<file path="config.mk">
export PLATFORM = sky130hd
export DESIGN_NAME = reorder_buffer
export DESIGN_NICKNAME = d
export VERILOG_FILES = /design/src/rtl/Types.sv /design/src/rtl/rob_ptr_ctrl.sv /design/src/rtl/reorder_buffer.sv
export SDC_FILE = /design/constraint.sdc
export NUM_CORES = 2
export LEC_CHECK = 0
export CAP_MARGIN = 20
export CORE_MARGIN = 10
export CORE_UTILIZATION = 40
export DETAILED_ROUTE_END_ITERATION = 8
export PLACE_DENSITY_LB_ADDON = 0.2
export SYNTH_ARGS = -nofsm -noshare
export SYNTH_HDL_FRONTEND = slang
export SYNTH_SLANG_ARGS = --single-unit
</file>
<file path="constraint.sdc">
create_clock -name clk -period 5.2 [get_ports clk]
set_input_delay 0.52 -clock clk [delete_from_list [all_inputs] [get_ports clk]]
set_output_delay 0.52 -clock clk [all_outputs]
set_load 0.005 [all_outputs]
</file>
<file path="src/rtl/Types.sv">
// Types: shared widths, constants and record layouts for the reorder buffer slice.
//
// Contents:
//   ROB_DEPTH, RN_W      ROB entry count (16) and ROB number width (4)
//   PREG_W, DATA_W       physical register address width and result width
//   NUM_FU               number of completion ports (FU1, FU2, FU3-mem)
//   rob_num_t            ROB number type
//   rob_row_struct       one ROB entry as stored in the entry array
//   complete_stage_struct one completion port as seen from the complete stage
package Types;

  localparam int ROB_DEPTH = 16;
  localparam int RN_W      = 4;
  localparam int PREG_W    = 7;
  localparam int DATA_W    = 32;
  localparam int NUM_FU    = 3;

  // Occupancy value at which the ROB is full; one bit wider than a ROB number.
  localparam logic [RN_W:0] ROB_FULL_COUNT = 5'd16;

  typedef logic [3:0]        rob_num_t;
  typedef logic [PREG_W-1:0] preg_t;

  typedef struct packed {
    logic              valid;
    logic              complete;
    preg_t             preg_dst;
    preg_t             old_preg_dst;
    logic [DATA_W-1:0] data;
    logic              reg_write;
    logic              mem_write;
  } rob_row_struct;

  typedef struct packed {
    rob_num_t          ROBNumber;
    logic [DATA_W-1:0] FU_Result;
  } complete_stage_struct;

endpackage

</file>
<file path="src/rtl/rob_ptr_ctrl.sv">
// rob_ptr_ctrl: head/tail pointers and occupancy counter of the reorder buffer.
//
// Ports:
//   clk, rst_n    clock, asynchronous active-low reset
//   flush         (only with ROB_FLUSH_EN) synchronous clear of pointers and count
//   alloc_fire    an entry is written at tail this cycle
//   retire_fire   the head entry leaves this cycle
//   head, tail    oldest entry / next entry to allocate (wrap naturally)
//   count         occupied entries, 0..ROB_DEPTH
//   full, empty   status decoded from count
//
// Optional feature macro: ROB_FLUSH_EN
module rob_ptr_ctrl
  import Types::*;
(
  input  logic            clk,
  input  logic            rst_n,
`ifdef ROB_FLUSH_EN
  input  logic            flush,
`endif
  input  logic            alloc_fire,
  input  logic            retire_fire,
  output logic [RN_W-1:0] head,
  output logic [RN_W-1:0] tail,
  output logic [RN_W:0]   count,
  output logic            full,
  output logic            empty
);

  // Pointers are exactly RN_W bits so they wrap 15 -> 0 without extra logic;
  // count is kept separately so full and empty stay distinguishable.
  always_ff @(posedge clk or negedge rst_n) begin
    if (!rst_n) begin
      head  <= '0;
      tail  <= '0;
      count <= '0;
`ifdef ROB_FLUSH_EN
    end else if (flush) begin
      head  <= '0;
      tail  <= '0;
      count <= '0;
`endif
    end else begin
      if (alloc_fire) begin
        tail <= tail + 1'b1;
      end
      if (retire_fire) begin
        head <= head + 1'b1;
      end
      case ({alloc_fire, retire_fire})
        2'b10:   count <= count + 1'b1;
        2'b01:   count <= count - 1'b1;
        default: count <= count;
      endcase
    end
  end

  assign full  = (count == ROB_FULL_COUNT);
  assign empty = (count == '0);

endmodule

</file>
<file path="src/rtl/reorder_buffer.sv">
// reorder_buffer: circular ROB. Allocates in program order, marks entries
// complete from any of NUM_FU completion ports in any order, and retires the
// head entry in order toward the free list and commit/store path.
//
// Ports:
//   clk, rst_n                      clock, asynchronous active-low reset
//   flush                           (only with ROB_FLUSH_EN) discard all entries
//   alloc_valid / alloc_ready       allocation handshake from rename
//   alloc_preg_dst, alloc_old_preg_dst, alloc_reg_write, alloc_mem_write
//                                   fields of the instruction being allocated
//   alloc_rob_num                   ROB number given to it (current tail)
//   cmp_valid, cmp_rob_num, cmp_data per-FU completion; FU i at slice i
//   retire_valid / retire_ready     retire handshake for the head entry
//   retire_rob_num, retire_preg_dst, retire_old_preg_dst, retire_data,
//   retire_reg_write, retire_mem_write  head entry fields
//   count, empty, full              occupancy status
//
// Optional feature macro: ROB_FLUSH_EN
module reorder_buffer
  import Types::*;
(
  input  logic                     clk,
  input  logic                     rst_n,
`ifdef ROB_FLUSH_EN
  input  logic                     flush,
`endif
  input  logic                     alloc_valid,
  output logic                     alloc_ready,
  input  logic [PREG_W-1:0]        alloc_preg_dst,
  input  logic [PREG_W-1:0]        alloc_old_preg_dst,
  input  logic                     alloc_reg_write,
  input  logic                     alloc_mem_write,
  output logic [RN_W-1:0]          alloc_rob_num,
  input  logic [NUM_FU-1:0]        cmp_valid,
  input  logic [NUM_FU*RN_W-1:0]   cmp_rob_num,
  input  logic [NUM_FU*DATA_W-1:0] cmp_data,
  output logic                     retire_valid,
  input  logic                     retire_ready,
  output logic [RN_W-1:0]          retire_rob_num,
  output logic [PREG_W-1:0]        retire_preg_dst,
  output logic [PREG_W-1:0]        retire_old_preg_dst,
  output logic [DATA_W-1:0]        retire_data,
  output logic                     retire_reg_write,
  output logic                     retire_mem_write,
  output logic [RN_W:0]            count,
  output logic                     empty,
  output logic                     full
);

  rob_row_struct        rob [ROB_DEPTH];
  complete_stage_struct cmp_port [NUM_FU];
  logic [RN_W-1:0]      head;
  logic [RN_W-1:0]      tail;
  logic                 alloc_fire;
  logic                 retire_fire;
  logic                 flush_active;

`ifdef ROB_FLUSH_EN
  assign flush_active = flush;
`else
  assign flush_active = 1'b0;
`endif

  rob_ptr_ctrl u_ptr (
    .clk         (clk),
    .rst_n       (rst_n),
`ifdef ROB_FLUSH_EN
    .flush       (flush),
`endif
    .alloc_fire  (alloc_fire),
    .retire_fire (retire_fire),
    .head        (head),
    .tail        (tail),
    .count       (count),
    .full        (full),
    .empty       (empty)
  );

  // Unpack the flat completion buses into one record per functional unit.
  always_comb begin
    for (int i = 0; i < NUM_FU; i++) begin
      cmp_port[i].ROBNumber = cmp_rob_num[i*RN_W +: RN_W];
      cmp_port[i].FU_Result = cmp_data[i*DATA_W +: DATA_W];
    end
  end

  // Full stalls allocation even if the head retires this cycle; a flush
  // blocks both handshakes so nothing slips through during the clear.
  assign alloc_ready   = !full && !flush_active;
  assign alloc_fire    = alloc_valid && alloc_ready;
  assign alloc_rob_num = tail;

  assign retire_valid        = rob[head].valid && rob[head].complete && !flush_active;
  assign retire_fire         = retire_valid && retire_ready;
  assign retire_rob_num      = head;
  assign retire_preg_dst     = rob[head].preg_dst;
  assign retire_old_preg_dst = rob[head].old_preg_dst;
  assign retire_data         = rob[head].data;
  assign retire_reg_write    = rob[head].reg_write;
  assign retire_mem_write    = rob[head].mem_write;

  // Only valid/complete are reset; payload is meaningless until allocated.
  // Completion ports are scanned from the highest index down so that the
  // lowest-indexed FU's nonblocking write lands last and wins a collision.
  // Retire is applied after completion so its clear has the final say.
  always_ff @(posedge clk or negedge rst_n) begin
    if (!rst_n) begin
      for (int i = 0; i < ROB_DEPTH; i++) begin
        rob[i].valid    <= 1'b0;
        rob[i].complete <= 1'b0;
      end
    end else if (flush_active) begin
      for (int i = 0; i < ROB_DEPTH; i++) begin
        rob[i].valid    <= 1'b0;
        rob[i].complete <= 1'b0;
      end
    end else begin
      for (int i = NUM_FU - 1; i >= 0; i--) begin
        if (cmp_valid[i] && rob[cmp_port[i].ROBNumber].valid) begin
          rob[cmp_port[i].ROBNumber].complete <= 1'b1;
          rob[cmp_port[i].ROBNumber].data     <= cmp_port[i].FU_Result;
        end
      end
      if (alloc_fire) begin
        rob[tail].valid        <= 1'b1;
        rob[tail].complete     <= 1'b0;
        rob[tail].preg_dst     <= alloc_preg_dst;
        rob[tail].old_preg_dst <= alloc_old_preg_dst;
        rob[tail].reg_write    <= alloc_reg_write;
        rob[tail].mem_write    <= alloc_mem_write;
      end
      if (retire_fire) begin
        rob[head].valid    <= 1'b0;
        rob[head].complete <= 1'b0;
      end
    end
  end

endmodule

</file>
==> flow_summary.rst <==
.. list-table::
   :header-rows: 1

   * - Metric
     - Value
   * - Run status
     - complete, no violations
   * - Die ar.
     - about 130000 sq um
   * - Global-route congestion overflow total
     - 0
   * - Initial Util
     - 0.404
   * - DR pass1 iterations
     - 6
   * - Portion of total power attributed to combinational logic
     - 0.330
   * - Overall fraction of global-route tracks in use
     - 0.269
   * - Sequential fraction of the synthesis area
     - 0.531
   * - Post-synthesis to final-layout area growth
     - 13.6%
   * - Highest ir drop seen on vdd
     - approximately 360 uV
   * - Top-level I/O count
     - about 200
   * - Clock slew seen by the registers of the worst setup and hold paths
     - roughly 70 ps
   * - Summed negative setup slack over all endpoints
     - 0 ps
   * - Proportion of power drawn by the clock network
     - 0.288
   * - Number of buffers added for setup after CTS
     - 0
   * - Die Width
     - roughly 360 um
   * - Reported max-cap violation count
     - 0
   * - Arrival @ worst endpoint
     - between 3000 and 4000 ps
   * - CTS tree
     - yes
   * - Worst-path maximum fanout
     - 31
   * - Slew of the pin with the lowest slew margin
     - approximately 1200 ps
   * - Unrepaired setup endpoints after global routing
     - false
   * - Sinks on the clock net
     - about 810
   * - Port Buffer Count
     - 195
   * - Worst hold slack
     - slightly below 400 ps
   * - Switching share of power
     - 0.326
   * - Die Y
     - ~360 um
   * - Antenna violations before repair
     - 11
   * - Power per Cell Area
     - about 440 nW/um^2
   * - Net count after synthesis
     - ~4000
   * - Startpoint Class
     - register
   * - Via density per instance
     - just under 7
   * - Primary FF master, synth
     - edfxtp_1
   * - Class of the tightest hold or removal check
     - input pin to async pin
   * - Core region area
     - around 110000 sq um
   * - Number of vias after detailed routing
     - roughly 37000
   * - Time the final worst path needs with I/O delays and setup
     - around 4500 ps
   * - Post-placement cell area
     - approximately 49000 sq um
   * - Post-Synthesis Cells
     - ~3900
   * - Total standard cell area after synthesis
     - ~46000 sq um
   * - Final-report setup violation count
     - 0
   * - Overall routed net length
     - 177000 um
   * - Buffer levels on the longest clock path
     - 3
   * - Critical setup path kind
     - register to output pin
   * - Top cells by area, synth
     - edfxtp_1 51%, mux4_2 12%, o22ai_1 4.7%
   * - Final net count
     - ~4000
   * - CTS Root Buffer Type
     - clkbuf_16
   * - Static leakage
     - roughly 18 nW
   * - Required arrival time at the worst endpoint
     - ~4700 ps
   * - Iteration-0 DRC Markers
     - between 5000 and 6000
   * - Reg-to-reg critical path startpoint
     - u_ptr.head[1]
   * - Non-Filler Cell Area, Final
     - a little over 50000 sq um
   * - Layout cell share with drive strength beyond 1
     - 0.150
   * - Maximum number of pins on one net before global-route repair
     - roughly 170
   * - Cell type contributing the most total cell area after synthesis
     - edfxtp_1
   * - Global placement routability congestion
     - approximately 0.91
   * - Number of buffers created by CTS
     - 94
   * - Capturing element type of the critical path
     - output pin
   * - Number of remaining DRC errors
     - 0
   * - Internal power
     - roughly 15 mW
   * - H-Tree Depth
     - 3
   * - Leading cell type in the layout, fill and taps excluded
     - edfxtp_1
   * - PnR Total Power
     - 22.8 mW
   * - Relative slew slack
     - 0.205
   * - Async SR Flop Fraction
     - 0.0554
   * - Count of flip-flops with a built-in enable after synthesis
     - roughly 770
   * - Startpoint of the most critical setup path
     - u_ptr.head[0]
   * - Final Max Slew Viols
     - 0
   * - Antenna-violating nets left
     - 0
   * - Commonest non-fill, non-tap cells in the layout
     - 768 x edfxtp_1, 479 x nand2_1, 345 x o22ai_1
   * - Wire length of the first global-routing pass
     - around 260000 um
   * - Clk_skew
     - 55.3 ps
   * - Final HPWL from detailed placement
     - 107000 um
   * - Post-route non-filler standard cell count
     - between 5000 and 6000
   * - Placed cell count
     - 5200
   * - Standard-cell row count
     - roughly 120
   * - Yosys warns
     - 0
   * - Switching power
     - approximately 7.4 mW
   * - F_max
     - approximately 220 MHz
   * - Share of the synthesized area in the top cell type
     - 0.506
   * - Number of hold violations in the final report
     - 0
   * - Seq cells post-synth
     - between 800 and 900
   * - Clk Latency, worst-skew pair
     - a little over 700 ps
   * - Post-route fraction of the period consumed by the critical path
     - 0.858
   * - Post-synthesis cell type count
     - 75
   * - Post-Synthesis Mean Instance Area
     - ~12 sq um
   * - Vias in the first global route
     - approximately 36000
   * - Wire per inst
     - about 33 um
   * - Share of power burned in registers
     - 0.382
-- final timing paths --
kind | endpoint | slack, ps | depth (start not counted)
worst max register to register | u_ptr.count[4] | 1220 | 13
max in group asynchronous | u_ptr.head[0] | 3520 | 4
min in group clk | rob[698] | 570 | 1
worst min register to register | rob[698] | 570 | 1
worst min-delay path | rob[548] | 390 | 2
worst max-delay path | retire_data[16] | 740 | 4
-- area by class of cell --
type                            instances  area (sq um)
Multi-Input combinational cell       2552         19500
Clock buffer                          115          2460
Timing Repair Buffer                  324          3140
Sequential cell                       813         24200
Fill cell                           10042         61000
Antenna cell                            2          5.00
Clock inverter                         52           520
Inverter                               14          55.1
Tap cell                             1500          1880
-- kinds of logic (layout without fill, tap and decap cells) --
| group | Yosys count | after routing | share of synthesized area |
|---|---|---|---|
| simple gates | 1023 | 1023 | 0.0967 |
| other cells | 0 | 2 | 0 |
| buf+inv | 510 | 505 | 0.0451 |
| compound gates | 1124 | 1124 | 0.169 |
| flops | 813 | 813 | 0.531 |
| xor+xnor | 9 | 9 | 0.00173 |
| mux | 383 | 383 | 0.153 |
| fa+ha+maj | 13 | 13 | 0.00373 |
-- synth_stat cells, types with 14 or more instances --
| library cell | instances |
|---|---|
| mux2i_1 | 131 |
| a31oi_1 | 258 |
| nand2_1 | 479 |
| a21o_1 | 108 |
| clkbuf_1 | 324 |
| o221ai_1 | 66 |
| edfxtp_1 | 768 |
| a211oi_1 | 160 |
| mux4_2 | 250 |
| nand3_1 | 38 |
| a21oi_1 | 57 |
| o22ai_1 | 345 |
| nor2b_1 | 14 |
| nand4_1 | 19 |
| nor3_1 | 30 |
| inv_1 | 14 |
| nor2_1 | 330 |
| buf_1 | 84 |
| dfrtp_1 | 45 |
| and2_1 | 19 |
| a22oi_1 | 29 |
| buf_2 | 80 |
| nand2b_1 | 31 |
| o21ai_0 | 31 |
| and3_1 | 16 |
-- worst max-delay path, cell delays in order, from the launching register on --
cell and delay [ps]:
dfrtp_4 860, buf_4 690, mux4_2 610, mux4_2 550, clkdlybuf4s50_1 480
-- layer usage --
layer,wire length [um],track usage,vias to the layer above
li1,-,-,15143
met4,8000,0.115,16
met5,110,0,-
met2,77900,0.402,2652
met1,70000,0.373,18369
met3,20900,0.0616,432
-- stage by stage --
stage	utilization	worst slack, ps
detailed placement	0.432	1220
CTS	0.459	672
global route	0.459	605
finish	0.459	736
global placement	0.431	1160
floorplan	-	2070
-- power groups by stage --
stage	combinational (mW)	clock, mW	sequential [mW]
floorplan	4.78	0	8.41
global placement	7.45	0	8.80
detailed placement	7.50	0	8.80
CTS	7.52	6.62	8.68
global route	7.94	6.87	8.76
finish	7.51	6.55	8.70
-- timing repair --
action,4_1_cts,5_1_grt
endpoints found under the hold margin,15,0
hold buffers,1,0
gates resized for setup,0,0
(Power assumes the default switching activity.)
